File: src/rtl/counter_pkg.sv
// Shared counter definitions: default width, count direction and
// the terminal-count helper used by the next-value logic.
package counter_pkg;

  localparam int COUNTER_DEFAULT_WIDTH = 4;

  typedef enum logic {
    DIR_DOWN = 1'b0,
    DIR_UP   = 1'b1
  } dir_e;

  function automatic logic at_terminal(
    input dir_e        dir,
    input logic [31:0] count,
    input logic [31:0] max
  );
    return (dir == DIR_UP) ? (count == max) : (count == 32'd0);
  endfunction

endpackage

File: src/rtl/counter_incdec.sv
// Next-value arithmetic for the modulo up/down counter.
// Optional macro UPDOWN_MOD_COUNTER_SATURATE_EN: saturate instead of wrap.
module counter_incdec
  import counter_pkg::*;
#(
  parameter int WIDTH = COUNTER_DEFAULT_WIDTH
) (
  input  logic [WIDTH-1:0] count,
  input  dir_e             up,
  input  logic [WIDTH-1:0] max,
  output logic [WIDTH-1:0] next_count,
  output logic             term
);

  assign term = at_terminal(up, 32'(count), 32'(max));

  always_comb begin
    next_count = count;
    if (term) begin
`ifdef UPDOWN_MOD_COUNTER_SATURATE_EN
      next_count = count;
`else
      next_count = (up == DIR_UP) ? '0 : max;
`endif
    end else if (up == DIR_UP) begin
      next_count = count + WIDTH'(1);
    end else begin
      next_count = count - WIDTH'(1);
    end
  end

endmodule

File: src/rtl/updown_mod_counter.sv
// Modulo-(MAX+1) up/down counter with synchronous load and reset.
// Optional macro UPDOWN_MOD_COUNTER_SATURATE_EN: saturate instead of wrap.
module updown_mod_counter
  import counter_pkg::*;
#(
  parameter int                WIDTH = COUNTER_DEFAULT_WIDTH,
  parameter longint unsigned   MAX   = (64'd1 << WIDTH) - 64'd1
) (
  input  logic             CLK,
  input  logic             RESET,
  input  logic             CE,
  input  logic             UP,
  input  logic             LD,
  input  logic [WIDTH-1:0] D,
  output logic [WIDTH-1:0] O,
  output logic             cout
);

  if (WIDTH < 1 || WIDTH > 32) begin : g_bad_width
    $fatal(1, "updown_mod_counter: WIDTH must be 1..32");
  end

  if (MAX < 64'd1 || MAX > ((64'd1 << WIDTH) - 64'd1)) begin : g_bad_max
    $fatal(1, "updown_mod_counter: MAX must be 1..2**WIDTH-1");
  end

  localparam logic [WIDTH-1:0] MAX_V = WIDTH'(MAX);

  logic [WIDTH-1:0] next_count;
  logic             term;
  dir_e             dir;

  assign dir = dir_e'(UP);

  counter_incdec #(
    .WIDTH(WIDTH)
  ) u_incdec (
    .count      (O),
    .up         (dir),
    .max        (MAX_V),
    .next_count (next_count),
    .term       (term)
  );

  // Carry predicts the wrapping edge; load and reset suppress it.
  assign cout = CE & ~LD & ~RESET & term;

  always_ff @(posedge CLK) begin
    if (RESET) begin
      O <= '0;
    end else if (LD) begin
      O <= (D > MAX_V) ? MAX_V : D;
    end else if (CE) begin
      O <= next_count;
    end
  end

endmodule

File: config.mk
export PLATFORM = sky130hd
export DESIGN_NAME = updown_mod_counter
export DESIGN_NICKNAME = d
export VERILOG_FILES = /design/src/rtl/counter_pkg.sv /design/src/rtl/counter_incdec.sv /design/src/rtl/updown_mod_counter.sv
export SDC_FILE = /design/constraint.sdc
export NUM_CORES = 1
export LEC_CHECK = 0
export ABC_AREA = 1
export CORE_AREA = 2 2 39 41
export DETAILED_ROUTE_END_ITERATION = 12
export DIE_AREA = 0 0 41 43
export GPL_TIMING_DRIVEN = 0
export PLACE_DENSITY_LB_ADDON = 0.1
export SYNTH_ARGS = -nofsm -noshare
export SYNTH_HDL_FRONTEND = slang
export SYNTH_SLANG_ARGS = --single-unit
File: constraint.sdc
create_clock -name CLK -period 1.55 [get_ports CLK]
set_input_delay 0.3875 -clock CLK [delete_from_list [all_inputs] [get_ports CLK]]
set_output_delay 0.3875 -clock CLK [all_outputs]
set_load 0.1 [all_outputs]
==> After elaboration in Yosys (flattened, before gate mapping) <==
Cells that the tools add are included.
{ "totals": {"register_bits": 4, "out_inout_bits": 5, "wordCells": 19} }
{ "classes": {"muxes": 7, "n_reduce_logical": 2, "n_eq_ne": 1, "n_addsub": 2, "n_bitwise": 5, "n_lt_le_gt_ge": 1} }
{ "ops": {"columns": ["cell", "count"], "rows": [
  ["4-bit two-way mux", 6],
  ["4-bit by 1-bit adder with 4-bit output (second input constant)", 1],
  ["4-bit equality test (second input constant)", 1],
  ["4-bit > comparator (second input constant)", 1],
  ["4-bit logical NOT", 1],
  ["4-bit by 1-bit subtractor with 4-bit output (second input constant)", 1],
  ["1-bit bitwise AND", 3],
  ["1-bit inverter", 2],
  ["2-bit nonzero test", 1],
  ["1-bit two-way mux", 1]
]} }

==> Logic depth before layout (Yosys ltp) <==
{ "logic_depth": {"ltp_word": 5, "depth_mapped": 10, "mapped_depth_nobuf": 10} }

==> By module <==
From an unflattened synthesis, not the netlist that was laid out.
{ "unflattened": {"hier_cells": 83, "hier_area_um2": 459.2} }
{ "by_module_without_submodules": {"columns": ["mod", "cells_each", "seq_area_each_um2", "n_inst", "area_each_um2"], "rows": [
  ["counter_incdec", 49, 0.0, 1, 255.2],
  ["updown_mod_counter", 34, 80.1, 1, 203.9]
]} }

==> Least setup slack after synthesis <==
OpenSTA, ideal clock, no wires.
{ "synth_timing": {"path_type": "register -> output", "start": "register O[3]", "end": "output cout", "path_stages_with_launch": 4, "t_required_ns": 1.162, "slack_ns": -1.787, "arrival_ns": 2.950, "path_cell_list": "dfxtp_1 > nand2_1 > or2_1 > a21oi_1"} }
{ "synth_between": {"elab_chain_len": 3, "elab_cells_between_ends": 4} }
{ "synth_rtl": {"columns": ["item", "line", "text"], "rows": [
  ["start: declaration", "updown_mod_counter.sv:15", "output logic [WIDTH-1:0] O,"],
  ["start signal: assignment", "updown_mod_counter.sv:52", "O <= (D > MAX_V) ? MAX_V : D;"],
  ["start signal: assignment", "updown_mod_counter.sv:54", "O <= next_count;"],
  ["4-bit equality test / 4-bit logical NOT (equally long branches)", "counter_pkg.sv:17", "return (dir == DIR_UP) ? (count == max) : (count == 32'd0);"],
  ["1-bit two-way mux (*)", "counter_pkg.sv:17", null],
  ["1-bit bitwise AND (*)", "updown_mod_counter.sv:46", "assign cout = CE & ~LD & ~RESET & term;"],
  ["end: declaration", "updown_mod_counter.sv:16", "output logic cout"]
]} }
Mark *: on every way between the ends. The rest lies on a longest branch, timed or not.

==> Worst setup path after layout <==
{ "layout_timing": {"start": "input LD", "end": "output cout"} }
{ "layout_between": {"elab_chain_len": 4} }
{ "layout_rtl": {"columns": ["item", "line", "text"], "rows": [
  ["start: declaration", "updown_mod_counter.sv:13", "input logic LD,"],
  ["1-bit inverter", "updown_mod_counter.sv:46", null],
  ["1-bit bitwise AND (3 in series)", "updown_mod_counter.sv:46", null]
]} }
No other way between the ends.

==> qor.yml <==
dp_hpwl_um: 715
postLayoutCellArea_um2: 644
cap_viol_max_count: 0
min_period_ns: 1.67
leakage_nw: 0.343
final.fill_count: 146
first_global_vias: 369
top_register: "O"
clock_latency_ns: 0.23
hp-class: "input port to flop"
area_growth_pct: 82.6
synth_area_um2: 353
grt_pass1_wl_um: 1460
initial_core_util_pct: 25.5
yosysMostFrequentCell: "nand2_1"
syn-num-nets: 70
drtPass1Iterations: 4
finalMaxSlewViolations: 0
antenna_found_initial: 0
fp.dieW_um: 41
yosysTopAreaCellShare_pct: 22.7
hold_viol_final: 0
synth_seq_area_share_pct: 22.7
largest_registers: "O (4)"
drive_gt1_share_pct: 42.4
start_kind: "input port"
place_area_um2: 534
status: "complete, but fails checks"
peakVddDrop_v: 0.000398
crit_arrival_ns: 1.28
cts_tree: "yes"
synth_cells: 58
ys_async_sr_fraction_pct: 0
ant_nets: 0
grtUsageTotal_pct: 13.3
relSlewSlack_pct: 67.8
synth.top_cells.by_count: "nand2_1, inv_1, nor2_1"
end_kind: "output port"
viasPerCell: 4.58
violations: "setup timing"
rows: 14
cts-buffers-inserted: 3
drt-initial-drc-count: 4
port_buffers: 13
synth.avg_cell_area_um2: 6.08
crit_required_ns: 1.16
pin_count: 14
synth_edf_count: 0
ys_types: 15
grt_max_degree: 8
place_congestion: 0.645
worst_slack_ns: -0.119
num_antenna_cells: 0
yosysWarnings: 0
max_freq_ghz: 0.599
largest_reg_flops: 4
ctsHtreeMaxLevel: 1
synth_ff_type: "dfxtp_1"
p_total_mw: 0.464
dieArea_um2: 1760
grt-ovfl-total: 0
nets: 99
post-place-ws_ns: -1.36
yosys-top-cells-area: "dfxtp_1, nand2_1, inv_1"
fin_worst_skew_ns: 0.00207
critPathKind: "input port to output port"
num_vias: 463
clockRootBuffer: "clkbuf_4"
die_h_um: 43
clk_pin_slew_ns: 0.03
core_area_um2: 1380
setup_violations: 1
rsz0062_at_grt: "yes"
clockBufferDepth: 2
synth_top_area_cell: "dfxtp_1"
cp_max_fo: 7
clkSinkCount: 4
finalCritPeriodShare_pct: 108
remaining_drc_errors: 0
wl_per_cell_um: 9.57
place_inst: 87
holdBufCountCts: 0
power.density_nw_per_um2: 719
synth.ff_latch_count: 4
fin_cells: 101
worst_pin_slew_ns: 0.487
routed_wl_um: 967
-- critical path: stages --
cell	delay [ns]
dlygate4sd2_1	0.32
nor2_2	0.16
nand2_2	0.09
a21oi_4	0.14
buf_12	0.18
-- cell usage in the layout, fill, tap and decap left out, drive strengths merged --
master and n:
fa 1, buf 15, inv 8, nand2 21, dlygate4sd2 2, or2 2
a21oi 3, clkbuf 5, clkdlybuf4s50 4, dfxtp 4, a22o 1, ha 2
dlymetal6s2s 1, nand3 3, a22oi 2, nor3 2, nor2 6, o21ai 3
-- where the power goes --
part	switching, mW	internal [mW]
combinational	0.133	0.0797
clock	0.0371	0.0862
sequential	0.0158	0.112
total	0.186	0.278
-- cell families (layout without fill, tap and decap cells) --
family / Yosys count / after routing / synth area share [%]
adder cells (fa/ha/maj): 3 / 3 / 12.8
AND/OR/NAND/NOR: 34 / 34 / 40.8
AO/OA/AOI/OAI: 9 / 9 / 15.2
flip-flops: 4 / 4 / 22.7
buffers and inverters: 8 / 35 / 8.51
-- through the flow --
step / utilization [%] / setup TNS, ns / hold WS (ns)
2_1_floorplan: - / -0.329 / 0.447
3_3_place_gp: 38.6 / -4.04 / 0.601
3_5_place_dp: 38.6 / -4.04 / 0.602
4_1_cts: 44.8 / -0.210 / 0.612
5_1_grt: 46.6 / -0.312 / 0.409
6_report: 46.6 / -0.119 / 0.397
-- layer usage --
layer	wire, um	up-vias	track usage, %
met5	0	-	0
met1	403	207	14.5
met4	15	0	16.0
met3	33	2	3.14
li1	-	244	-
met2	515	10	17.8
-- final timing paths --
kind	startpoint	end	slack, ns	cells after the start
min reg2reg	O[3]	O[3]	0.60	3
max	LD	cout	-0.12	5
max reg2reg	O[2]	O[3]	0.13	8
min	RESET	O[1]	0.40	2
-- area by class of cell --
cell class	count	area (um2)	area share [%]
Multi-Input combinational cell	46	277	42.9
Timing Repair Buffer	24	200	31.1
Sequential cell	4	95.1	14.8
Inverter	8	30.0	4.66
Clock buffer	3	22.5	3.50
Tap cell	16	20.0	3.11
-- what timing repair did --
item	in CTS	in global routing
pin swaps	1	1
hold endpoints to repair	0	0
buffers inserted	8	3
resized for setup	34	10
endpoints found under the setup margin	8	5
(Power assumes the default switching activity.)
